### src/rtl/bitwise_logic_pipe.sv
// Two-stage pipelined bitwise logic unit with valid/ready handshake and a
// running XOR accumulator. Results carry zero/all-ones flags.
module bitwise_logic_pipe #(
    parameter int unsigned WIDTH = 16
) (
    input  logic             clk,
    input  logic             reset,
    input  logic             inValid,
    output logic             inReady,
    input  logic [2:0]       opCode,
    input  logic [WIDTH-1:0] inputA,
    input  logic [WIDTH-1:0] inputB,
    output logic             outValid,
    input  logic             outReady,
    output logic [WIDTH-1:0] outputC,
    output logic             zeroFlag,
    output logic             onesFlag,
    output logic [WIDTH-1:0] accOut
);

    typedef enum logic [2:0] {
        OpAnd  = 3'b000,
        OpOr   = 3'b001,
        OpXor  = 3'b010,
        OpXnor = 3'b011,
        OpNand = 3'b100,
        OpNor  = 3'b101,
        OpNotA = 3'b110,
        OpAcc  = 3'b111
    } opKind_t;

    logic             s1Valid;
    opKind_t          s1Op;
    logic [WIDTH-1:0] s1A;
    logic [WIDTH-1:0] s1B;
    logic [WIDTH-1:0] acc;

    logic             s1Load;
    logic             s2Load;
    logic [WIDTH-1:0] result;
    logic [WIDTH-1:0] nextAcc;

    // S2 is free if empty or draining this cycle; S1 is free if empty or moving into S2.
    assign inReady = !reset && (!s1Valid || !outValid || outReady);
    assign s1Load  = inValid && inReady;
    assign s2Load  = s1Valid && (!outValid || outReady);

    always_comb begin
        result  = '0;
        nextAcc = acc;
        unique case (s1Op)
            OpAnd:  result = s1A & s1B;
            OpOr:   result = s1A | s1B;
            OpXor:  result = s1A ^ s1B;
            OpXnor: result = ~(s1A ^ s1B);
            OpNand: result = ~(s1A & s1B);
            OpNor:  result = ~(s1A | s1B);
            OpNotA: result = ~s1A;
            OpAcc: begin
                result  = acc ^ s1A;
                nextAcc = acc ^ s1A;
            end
            default: result = '0;
        endcase
    end

    always_ff @(posedge clk or posedge reset) begin
        if (reset) begin
            s1Valid <= 1'b0;
            s1Op    <= OpAnd;
            s1A     <= '0;
            s1B     <= '0;
        end else begin
            if (s1Load) begin
                s1Valid <= 1'b1;
                s1Op    <= opKind_t'(opCode);
                s1A     <= inputA;
                s1B     <= inputB;
            end else if (s2Load) begin
                s1Valid <= 1'b0;
            end
        end
    end

    always_ff @(posedge clk or posedge reset) begin
        if (reset) begin
            outValid <= 1'b0;
            outputC  <= '0;
            zeroFlag <= 1'b0;
            onesFlag <= 1'b0;
            accOut   <= '0;
            acc      <= '0;
        end else begin
            if (s2Load) begin
                outValid <= 1'b1;
                outputC  <= result;
                zeroFlag <= (result == '0);
                onesFlag <= (result == '1);
                accOut   <= nextAcc;
                acc      <= nextAcc;
            end else if (outReady) begin
                outValid <= 1'b0;
            end
        end
    end

endmodule

### config.mk
export PLATFORM = sky130hd
export DESIGN_NAME = bitwise_logic_pipe
export DESIGN_NICKNAME = d
export VERILOG_FILES = /design/src/rtl/bitwise_logic_pipe.sv
export SDC_FILE = /design/constraint.sdc
export NUM_CORES = 1
export LEC_CHECK = 0
export ABC_AREA = 1
export ABC_CLOCK_PERIOD_IN_PS = 2000
export CORE_ASPECT_RATIO = 1.4
export CORE_UTILIZATION = 49
export DETAILED_ROUTE_END_ITERATION = 7
export PLACE_DENSITY = 0.77
export SETUP_SLACK_MARGIN = 0.2
export SKIP_CTS_REPAIR_TIMING = 1
export SLEW_MARGIN = 10
export SYNTH_ARGS = -nofsm -noshare
export SYNTH_HDL_FRONTEND = slang
export SYNTH_SLANG_ARGS = --single-unit
### constraint.sdc
create_clock -name clk -period 2 [get_ports clk]
set_clock_uncertainty 0.2 [all_clocks]
set_input_delay 0.2 -clock clk [delete_from_list [all_inputs] [get_ports clk]]
set_output_delay 0.2 -clock clk [all_outputs]
set_load 0.02 [all_outputs]
* Word-level counts from Yosys, hierarchy flattened
Cells that the tools add are included.
** Word-level totals
- Word-level logic and storage cells :: 44
- Register bits after elaboration :: 71
- Output and inout bits :: 36
** Operators by class
- Reduce and logical (&&, ||, !) cells :: 14
- Equality and inequality tests :: 8
- Bitwise logic cells :: 8
- Mux-type cells :: 5
** Operator list (count)
- $pmux 16 s8 :: 1
- $not 16->16 :: 4
- $xor 16x16->16 :: 2
- $and 16x16->16 :: 1
- $eq 16x16->1 const B :: 1
- $logic_not 16->1 :: 1
- $or 16x16->16 :: 1
- $eq 3x3->1 const B :: 4
- $eq 3x2->1 const B :: 2
- $mux 1 :: 4
- $reduce_bool 2->1 :: 2
- $eq 3x1->1 const B :: 1
- $logic_and 1x1->1 :: 3
- $logic_not 1->1 :: 3
- $logic_not 3->1 :: 1
- $logic_or 1x1->1 :: 3
- $reduce_and 2->1 :: 1

* Longest topological paths before layout
Gate-level depths: netlist of the first run.
- Word-level depth :: 6
- Gate-level depth with buffers :: 13
- Mapped depth without buffers :: 12

* Least setup slack after synthesis of the first run
Ideal clock, no wire load.
- Kind :: register to register
- From :: reg outValid
- To :: reg s1A[10]
- Setup slack :: 62 ps
- Stages on the path, launching flop included :: 8
- Data required time :: 1667 ps
- Library setup time :: 133 ps
- Data arrival time :: 1605 ps
- Period minus slack after synthesis :: 1938 ps
- Cells stage by stage :: dfrtp_1 -> nand2_1 -> inv_1 -> a21oi_1 -> nand2_1 -> clkbuf_1 -> nor2_1 -> a21oi_1
** On the way
- Word-level cells in the longest chain between the ends :: 5
** Ends and longest elaborated chain
- from (decl) :: RTL line 13 : output logic outValid,
- from (signal assigned) :: RTL line 87 : outValid <= 1'b0;
- from (signal assigned) :: RTL line 95 : outValid <= 1'b1;
- from (signal assigned) :: RTL line 102 : outValid <= 1'b0;
- $logic_not 1->1 :: RTL line 44 : assign inReady = !reset && (!s1Valid || !outValid || outReady);
- $logic_or 1x1->1 (2 in series) :: RTL line 44
- $logic_and 1x1->1 :: RTL line 44
- named net inReady :: RTL line 9 : output logic inReady,
- $logic_and 1x1->1 :: RTL line 45 : assign s1Load = inValid && inReady;
- to (signal assigned) :: RTL line 77 : s1A <= inputA;
- to (decl) :: RTL line 34 : logic [WIDTH-1:0] s1A;
The timed path passes the listed nets, and every way through them passes these cells.
A chain may end at the register's enable or synchronous reset.

* Final worst setup path of the first run
- From :: reg s1Op[1]
- To :: reg onesFlag
** On the way
- Word-level cells in the longest chain between the ends :: 3
- Elaborated cells between the ends (all ways) :: 10
** Ends and longest elaborated chain
- from (decl) :: RTL line 33 : opKind_t s1Op;
- from (signal assigned) :: RTL line 70 : s1Op <= OpAnd;
- from (signal assigned) :: RTL line 76 : s1Op <= opKind_t'(opCode);
- $eq 3x3->1 (tied with other cells) :: RTL line 51 : unique case (s1Op)
- $pmux 16 s8 (*) :: RTL line 51
- $eq 16x16->1 (*) :: RTL line 98 : onesFlag <= (result == '1);
- to (signal assigned) :: RTL line 98
- to (decl) :: RTL line 17 : output logic onesFlag,
Mark *: on every way between the ends. The rest lies on a longest branch, timed or not.

==> flow_metrics.py, run 1 <==
metrics = {
    "finish": {
        "n_antenna_cell": 0,
        "drive_above_1_share": 0.184,
        "layout.area.seq_sq_mm": 0.00178,
        "syn2layout_area_growth_pct": 39.2,
        "final_util": 0.703,
        "multi_input_area_sq_mm": 0.00270,
        "fin_nets": 874,
        "stdcell_count": 940,
        "fill_cells": 743,
    },
    "yosys": {
        "seq_area_frac_synth": 0.370,
        "synth_area_sq_mm": 0.00481,
        "ys.flop_type": "dfrtp_1",
        "ys_warn_count": 0,
        "synth_nets": 752,
        "ys_ff_latch": 71,
        "synth-async-reset-ratio": 1.00,
        "avgSynthCellArea_sq_um": 7.06,
        "syn_inst": 681,
        "synth-edff-count": 0,
        "synthDistinctLibCells": 28,
    },
    "sta": {
        "hold_violations": 0,
        "finalSetupViolations": 0,
        "worst_slew_pin_slew_ns": 0.395,
        "rsz0062_at_grt": "true",
        "maxSlewHeadroom": 0.737,
        "period_needed_ns": 1.97,
        "finalMaxSlewViolations": 0,
        "final.period_utilization": 0.985,
        "fmax_mhz": 507,
    },
    "grt": {
        "gr-total-overflow": 0,
        "antenna_found_initial": 0,
        "grt_pass1_wl_um": 21100,
        "grt_max_degree": 72,
        "grt_pass1_vias": 4607,
        "track_usage": 0.263,
    },
    "critical_path": {
        "critPathLaunchType": "register",
        "crit_family": "simple AND/OR/NAND/NOR gates",
        "path_buf_inv": 3,
        "critPathCaptureType": "register",
        "cp_max_fo": 7,
        "max_stage_delay_ns": 0.41,
        "path_cells": "buf_12, nor2_8, inv_4, nor2_8, buf_4, nand2_1, nand3_2, nand2_1, nor2_1, nand3_1, o21bai_2",
        "critPathSlowestCell": "dfrtp_1",
        "crit_required_ns": 2.07,
        "path_class": "reg -> reg",
        "arrival_ns": 2.04,
    },
    "routing": {
        "dr_wl_met2_um": 7070,
        "drc": 0,
        "wl_um": 13500,
        "wire_per_inst_um": 14.3,
        "dr.max_layer_used": "met4",
        "ant_nets": 0,
        "first_pass_iters": 7,
        "vias": 4866,
        "drtIter0Drc": 375,
        "drt-vias-per-instance": 5.18,
        "wirelength_met1_um": 5280,
        "met3_length_um": 734,
    },
    "pwr": {
        "p_switching_w": 0.00292,
        "power_density_mw_per_mm2": 1120,
        "p_leak_nw": 3.53,
        "seqPwrFrac": 0.285,
        "peakVddDrop_mv": 0.736,
        "pwr-share-comb": 0.480,
        "clkPwrFrac": 0.235,
        "switching_share": 0.389,
        "internal_power_w": 0.00459,
    },
    "cts": {
        "clockBufferDepth": 2,
        "htreeDepth": 3,
        "root_buffer": "clkbuf_16",
        "tritoncts": "yes",
        "numCtsBuffers": 9,
        "insertion_delay_ns": 0.34,
        "cts.sinks": 71,
        "clkTransAtPathRegs_ns": 0.06,
    },
    "hold_path": {
        "hold_path.class": "in -> async",
    },
    "floorplan": {
        "top_level_ports": 75,
        "start_util": 0.505,
        "fp.dieH_um": 119,
        "rows": 42,
        "die-area_sq_mm": 0.0102,
        "coreArea_sq_mm": 0.00951,
        "fp.dieW_um": 85.7,
    },
    "flow_run": {
        "drv_cap": 0,
    },
    "placement": {
        "globalplace.congestion": 0.867,
        "dp_hpwl_um": 8850,
        "io_buffers": 74,
        "place_inst": 898,
    },
    "status": {
        "outcome": "finished, final reports clean",
    },
}
==> per-stage QoR <==
step	setup TNS [ns]	area, sq um	setup slack (ns)	hold slack (ns)	total power (W)
floorplan	0	4810	0.223	0.159	0.00401
global placement	-0.0813	5890	-0.0199	0.261	0.00530
detailed placement	-0.578	5890	-0.0891	0.264	0.00539
CTS	-0.489	6210	-0.0740	0.199	0.00717
global route	-0.194	6690	-0.0770	0.245	0.00795
finish	0	6690	0.0292	0.171	0.00751
==> power groups by stage <==
stage	sequential, W	clock (W)	combinational, W
floorplan	0.00248	0	0.00153
global placement	0.00213	0	0.00317
detailed placement	0.00216	0	0.00322
CTS	0.00214	0.00178	0.00325
global route	0.00219	0.00184	0.00392
finish	0.00214	0.00176	0.00361
==> logic make-up (layout without fill, tap and decap cells) <==
logic type / count (synthesis) / count (layout) / synth area share
adder cells (fa/ha/maj): 32 / 32 / 0.0833
AND/OR/NAND/NOR: 399 / 402 / 0.370
flip-flops: 71 / 71 / 0.370
AO/OA/AOI/OAI: 62 / 62 / 0.0666
buffers and inverters: 115 / 239 / 0.107
XOR/XNOR: 2 / 2 / 0.00365
==> layer usage <==
| layer | vias to the layer above | track usage |
|---|---|---|
| met5 | - | 0 |
| met4 | 0 | 0.0979 |
| met3 | 37 | 0.0333 |
| met2 | 184 | 0.486 |
| met1 | 2277 | 0.305 |
| li1 | 2368 | - |
==> path summary, 6_finish.rpt <==
path	startpoint	cells past startpoint	slack, ns	to
hold reg to reg	outputC[6]$_DFFE_PP0P_	2	0.28	outputC[6]$_DFFE_PP0P_
max in group asynchronous	reset	3	1.09	s1Op[0]$_DFFE_PP0P_
hold / removal	reset	3	0.17	outValid$_DFFE_PP0P_
setup reg to reg	s1Op[1]$_DFFE_PP0P_	11	0.03	onesFlag$_DFFE_PP0P_
setup / recovery	s1Op[1]$_DFFE_PP0P_	11	0.03	onesFlag$_DFFE_PP0P_
min in group clk	inputB[6]	3	0.23	s1B[6]$_DFFE_PP0P_
==> worst register-to-register path: stages, from the launching register on <==
cell and delay [ns]:
dfrtp_1 0.41, buf_12 0.17, nor2_8 0.16, inv_4 0.06
nor2_8 0.12, buf_4 0.18, nand2_1 0.08, nand3_2 0.13
nand2_1 0.07, nor2_1 0.08, nand3_1 0.10, o21bai_2 0.13
==> cell usage after synthesis (7+ instances only) <==
cell	n	area (sq um)
nand3b_1	12	90.1
clkbuf_1	11	41.3
inv_1	83	312
nand4_1	22	138
buf_6	9	101
o21ai_0	21	105
dfrtp_1	71	1780
nand3_2	7	70.1
a21oi_1	36	180
nor2_1	99	372
nand3_1	15	75.1
ha_1	32	400
nand2_1	233	875
==> area by class of cell <==
class | count | share of cell area
sequential | 71 | 0.266
multi-input combinational | 498 | 0.403
timing repair buffer | 135 | 0.205
clock inverter | 3 | 0.00973
clock buffer | 13 | 0.0389
tap | 132 | 0.0247
inverter | 88 | 0.0529
==> flip-flops by register name (all words and copies together), names as in the netlist <==
signal,cells
zeroFlag,1
acc,16
s1Op,3
s1A,16
s1B,16
s1Valid,1
outputC,16
onesFlag,1
outValid,1
==> cells in the final DEF (no fill, tap or decap), types with 2 or more instances in the layout <==
cell,synthesis,layout
nand3b_1,12,12
a21oi_1,36,35
bufinv_16,0,2
inv_4,1,3
nand3_2,7,15
nor2_4,2,5
nand2_1,233,221
nor2_2,1,12
nand3_1,15,7
buf_12,0,8
o21ai_1,3,8
nand2_2,2,11
buf_8,0,2
buf_6,9,10
o21ai_2,1,2
nand2_4,0,3
nor2_1,99,88
nand4_1,22,22
clkdlybuf4s50_1,0,73
dfrtp_1,71,70
clkbuf_8,0,2
nor2_8,4,4
buf_4,1,40
ha_1,32,30
clkbuf_1,11,2
o21ai_0,21,15
inv_1,83,73
inv_2,4,10
ha_4,0,2
clkbuf_16,0,10
Power figures use the tool's default switching activity.
==> run 2: changes to the inputs <==
--- a/config.mk
+++ b/config.mk
@@ -6,14 +6,15 @@
 export NUM_CORES = 1
 export LEC_CHECK = 0
 export ABC_AREA = 1
-export ABC_CLOCK_PERIOD_IN_PS = 2000
+export ABC_CLOCK_PERIOD_IN_PS = 2450
+export CAP_MARGIN = 10
 export CORE_ASPECT_RATIO = 1.4
-export CORE_UTILIZATION = 49
+export CORE_UTILIZATION = 59
 export DETAILED_ROUTE_END_ITERATION = 7
-export PLACE_DENSITY = 0.77
+export PLACE_DENSITY = 0.86
 export SETUP_SLACK_MARGIN = 0.2
 export SKIP_CTS_REPAIR_TIMING = 1
-export SLEW_MARGIN = 10
+export SLEW_MARGIN = 40
 export SYNTH_ARGS = -nofsm -noshare
 export SYNTH_HDL_FRONTEND = slang
 export SYNTH_SLANG_ARGS = --single-unit
==> constraint.sdc (replaced) <==
create_clock -name clk -period 2.45 [get_ports clk]
set_clock_uncertainty 0.2 [all_clocks]
set_input_delay 0.245 -clock clk [delete_from_list [all_inputs] [get_ports clk]]
set_output_delay 0.245 -clock clk [all_outputs]
set_load 0.02 [all_outputs]
==> flow_metrics.py, run 2 (synthesis results as in run 1) <==
metrics = {
    "finish": {
        "final_util": 0.748,
        "fin_area_sq_mm": 0.00583,
        "n_antenna_cell": 0,
        "layout.area.seq_sq_mm": 0.00178,
        "layout_common_cells": "nand2_1 (232), nor2_1 (99), inv_1 (82)",
        "fin_nets": 822,
        "multi_input_area_sq_mm": 0.00252,
        "drive_above_1_share": 0.0754,
        "final_common_cell": "nand2_1",
        "fill_cells": 609,
        "syn2layout_area_growth_pct": 21.4,
    },
    "pwr": {
        "peakVddDrop_mv": 0.577,
        "clkPwrFrac": 0.205,
        "internal_power_w": 0.00311,
        "power.total_w": 0.00529,
        "p_switching_w": 0.00218,
        "p_leak_nw": 3.14,
        "switching_share": 0.412,
        "pwr-share-comb": 0.462,
        "seqPwrFrac": 0.333,
        "power_density_mw_per_mm2": 908,
    },
    "routing": {
        "drc": 0,
        "wire_per_inst_um": 14.5,
        "first_pass_iters": 5,
        "drtIter0Drc": 264,
        "ant_nets": 0,
        "drt-vias-per-instance": 5.37,
        "wl_um": 12400,
        "vias": 4598,
    },
    "cts": {
        "clkTransAtPathRegs_ns": 0.08,
        "cts.sinks": 71,
        "insertion_delay_ns": 0.36,
        "tritoncts": "yes",
        "numCtsBuffers": 9,
        "root_buffer": "clkbuf_8",
        "clockBufferDepth": 2,
        "htreeDepth": 3,
    },
    "grt": {
        "grt_pass1_vias": 4457,
        "grt_max_degree": 72,
        "track_usage": 0.313,
        "antenna_found_initial": 0,
        "grt_pass1_wl_um": 20500,
        "gr-total-overflow": 0,
    },
    "placement": {
        "dp_hpwl_um": 8800,
        "io_buffers": 74,
        "placement.cell_area_sq_mm": 0.00560,
        "globalplace.congestion": 0.962,
    },
    "floorplan": {
        "die-area_sq_mm": 0.00852,
        "rows": 38,
        "coreArea_sq_mm": 0.00780,
        "start_util": 0.616,
        "fp.dieH_um": 109,
        "top_level_ports": 75,
        "fp.dieW_um": 78.3,
    },
    "critical_path": {
        "path_cells": "buf_4, nor2_4, nand3b_1, nand2_1, nor2_1, nand3_1, nand2_1, nor2_1, nand3_1, o21bai_2",
        "cp_max_fo": 16,
        "path_class": "reg -> reg",
        "arrival_ns": 2.19,
        "crit_required_ns": 2.54,
        "max_stage_delay_ns": 0.52,
        "critPathSlowestCell": "dfrtp_2",
        "critPathLaunchType": "register",
        "critPathCaptureType": "register",
    },
    "sta": {
        "rsz0062_at_grt": "false",
        "fmax_mhz": 476,
        "worst_slew_pin_slew_ns": 0.683,
        "finalMaxSlewViolations": 0,
        "final.period_utilization": 0.857,
        "period_needed_ns": 2.10,
        "finalSetupViolations": 0,
        "timing.hold.ws_ns": 0.124,
        "maxSlewHeadroom": 0.545,
        "setup_tns_ns": 0,
        "hold_violations": 0,
    },
    "hold_path": {
        "hold_path.class": "in -> async",
    },
    "flow_run": {
        "drv_cap": 0,
    },
    "status": {
        "outcome": "finished, final reports clean",
    },
}
[run 2: cell count changes in the layout (fill, tap and decap cells not counted), sizes merged]
cell      change
nor2          -3
clkbuf        -3
clkinv        -1
clkinvlp      +1
inv           +2
buf          -48
[run 2: path summary, 6_finish.rpt]
check / from / to / slack, ns / cells past startpoint
max: s1Op[1]$_DFFE_PP0P_ / onesFlag$_DFFE_PP0P_ / 0.35 / 10
min: reset / outValid$_DFFE_PP0P_ / 0.12 / 3
max reg2reg: s1Op[1]$_DFFE_PP0P_ / onesFlag$_DFFE_PP0P_ / 0.35 / 10
min reg2reg: outputC[3]$_DFFE_PP0P_ / outputC[3]$_DFFE_PP0P_ / 0.28 / 2
max in group asynchronous: reset / s1Op[1]$_DFFE_PP0P_ / 1.61 / 3
min in group clk: opCode[2] / s1Op[2]$_DFFE_PP0P_ / 0.25 / 3
[run 2: critical path: cells and delay by family, from the launching register on]
kind | cells | cell delay (ns)
buffers and inverters | 1 | 0.25
DFF | 1 | 0.52
AOI/OAI and AO/OA | 1 | 0.12
and+or+nand+nor | 8 | 0.93
[run 2: routing by layer]
metal,wire length (um),GRT usage,vias to the layer above,share of wire
met5,0,0,-,0
met4,417,0.165,0,0.034
met3,714,0.0628,38,0.058
met2,6180,0.543,182,0.50
met1,5080,0.362,2137,0.41
li1,-,-,2241,-
[run 2: stage by stage]
| stage | setup slack (ns) | instances |
|---|---|---|
| finish | 0.350 | 856 |
| detailed placement | 0.256 | 840 |
| CTS | 0.224 | 856 |
| global route | 0.234 | 856 |
| floorplan | 0.208 | 681 |
| global placement | 0.290 | 840 |
[run 2: layout make-up]
class / instances / area share
clock inverter: 5 / 0.0137
timing repair buffer: 86 / 0.145
inverter: 88 / 0.0571
tap: 100 / 0.0215
clock buffer: 11 / 0.0260
multi-input combinational: 495 / 0.432
sequential: 71 / 0.305
[run 2: power by group through the flow]
stage | clock [W] | sequential, W | combinational, W
5_1_grt | 0.00114 | 0.00181 | 0.00270
3_5_place_dp | 0 | 0.00178 | 0.00241
2_1_floorplan | 0 | 0.00203 | 0.00125
3_3_place_gp | 0 | 0.00176 | 0.00235
6_report | 0.00109 | 0.00176 | 0.00245
4_1_cts | 0.00110 | 0.00176 | 0.00243
==> run 3: changes to the inputs <==
--- a/config.mk
+++ b/config.mk
@@ -7,8 +7,7 @@
 export LEC_CHECK = 0
 export ABC_AREA = 1
 export ABC_CLOCK_PERIOD_IN_PS = 2450
-export CAP_MARGIN = 10
-export CORE_ASPECT_RATIO = 1.4
+export CORE_ASPECT_RATIO = 2
 export CORE_UTILIZATION = 59
 export DETAILED_ROUTE_END_ITERATION = 7
 export PLACE_DENSITY = 0.86
==> flow_metrics.py, run 3 (synthesis results as in run 1) <==
metrics = {
    "cts": {
        "root_buffer": "clkbuf_16",
        "clkTransAtPathRegs_ns": 0.05,
        "cts.sinks": 71,
        "numCtsBuffers": 9,
        "clockBufferDepth": 2,
        "insertion_delay_ns": 0.33,
        "htreeDepth": 3,
        "tritoncts": "yes",
    },
    "grt": {
        "grt.met1_usage": 0.335,
        "use_met3": 0.0475,
        "gr-total-overflow": 0,
        "grt-busiest-layer": "met2",
        "track_usage": 0.318,
        "use_met2": 0.570,
        "grt_pass1_wl_um": 20600,
        "grt_pass1_vias": 4560,
        "antenna_found_initial": 0,
        "grt_max_degree": 72,
    },
    "sta": {
        "rsz0062_at_grt": "false",
        "worst_slew_pin_slew_ns": 0.437,
        "fmax_mhz": 461,
        "period_needed_ns": 2.17,
        "finalMaxSlewViolations": 0,
        "finalSetupViolations": 0,
        "setup_tns_ns": 0,
        "maxSlewHeadroom": 0.709,
        "timing.hold.ws_ns": 0.157,
        "hold_violations": 0,
        "final.period_utilization": 0.886,
    },
    "pwr": {
        "internal_power_w": 0.00328,
        "switching_share": 0.401,
        "p_switching_w": 0.00219,
        "seqPwrFrac": 0.323,
        "peakVddDrop_mv": 0.758,
        "power.total_w": 0.00547,
        "power_density_mw_per_mm2": 929,
        "p_leak_nw": 3.17,
        "clkPwrFrac": 0.226,
        "pwr-share-comb": 0.451,
    },
    "critical_path": {
        "critPathLaunchType": "register",
        "cp_max_fo": 14,
        "crit_required_ns": 2.51,
        "arrival_ns": 2.23,
        "path_class": "reg -> reg",
        "critPathCaptureType": "register",
    },
    "routing": {
        "vias": 4695,
        "drc": 0,
        "drt-vias-per-instance": 5.52,
        "wire_per_inst_um": 14.8,
        "wl_um": 12600,
        "drtIter0Drc": 363,
        "first_pass_iters": 5,
        "ant_nets": 0,
    },
    "finish": {
        "stdcell_count": 851,
        "final_common_cell": "nand2_1",
        "fin_nets": 823,
        "drive_above_1_share": 0.0728,
        "layout_common_cells": "nand2_1 (232), nor2_1 (99), inv_1 (82)",
        "n_antenna_cell": 0,
        "fill_cells": 624,
        "syn2layout_area_growth_pct": 22.5,
        "fin_area_sq_mm": 0.00589,
    },
    "status": {
        "outcome": "finished, final reports clean",
    },
    "flow_run": {
        "drv_cap": 0,
    },
    "placement": {
        "dp_hpwl_um": 9300,
        "globalplace.congestion": 0.928,
        "io_buffers": 74,
        "placement.cell_area_sq_mm": 0.00560,
        "place_inst": 837,
    },
    "floorplan": {
        "die-area_sq_mm": 0.00853,
        "start_util": 0.609,
        "fp.dieH_um": 130,
        "coreArea_sq_mm": 0.00789,
        "fp.dieW_um": 65.8,
        "top_level_ports": 75,
        "rows": 46,
    },
    "hold_path": {
        "hold_path.class": "in -> async",
    },
}
## run 3: cell count changes in the layout (fill, tap and decap cells not counted)
cell / change
clkbuf_8: -7
clkinv_2: -1
clkbuf_1: +1
clkinvlp_4: -2
clkbuf_16: +9
buf_4: +1
bufinv_16: -2
## run 3: area by class of cell
cell class	instances	area, sq um	share of cell area
timing repair buffer	87	853	0.145
tap	96	120	0.0204
multi-input combinational	495	2520	0.428
clock buffer	14	284	0.0482
sequential	71	1780	0.302
inverter	88	333	0.0565
## run 3: worst paths after layout
kind	startpoint	to	slack [ns]	depth (start not counted)
max reg2reg	s1Op[2]$_DFFE_PP0P_	onesFlag$_DFFE_PP0P_	0.28	9
min in group clk	outputC[5]$_DFFE_PP0P_	outputC[5]$_DFFE_PP0P_	0.28	2
min	reset	s1Valid$_DFFE_PP0P_	0.16	3
max in group asynchronous	reset	s1Op[1]$_DFFE_PP0P_	1.57	3
min reg2reg	outputC[5]$_DFFE_PP0P_	outputC[5]$_DFFE_PP0P_	0.28	2
max	s1Op[2]$_DFFE_PP0P_	onesFlag$_DFFE_PP0P_	0.28	9
## run 3: through the flow
step	utilization	worst slack (ns)
finish	0.747	0.280
global route	0.747	0.203
CTS	0.746	0.250
detailed placement	0.710	0.259
floorplan	-	0.208
global placement	0.710	0.290
## run 3: power groups by stage
stage               Sequential, W  Combinational, W  Clock [W]
floorplan                 0.00203           0.00125          0
global placement          0.00176           0.00237          0
detailed placement        0.00178           0.00243          0
CTS                       0.00177           0.00246    0.00125
global route              0.00181           0.00272    0.00130
finish                    0.00177           0.00247    0.00123
## run 3: worst max-delay path, cell delays in order, from the launching register on
cell and delay, ns:
dfrtp_2 0.48, inv_4 0.20, nand3_1 0.30, nor2_1 0.19, nor2_1 0.07, nand3_1 0.22, nand2_1 0.09, nor2_1 0.14
nand3_1 0.11, o21bai_2 0.11
## run 3: per-layer routing
metal,wire [um],share of wire
met1,4550,0.36
met2,6770,0.54
met5,0,0
met3,663,0.052
met4,646,0.051
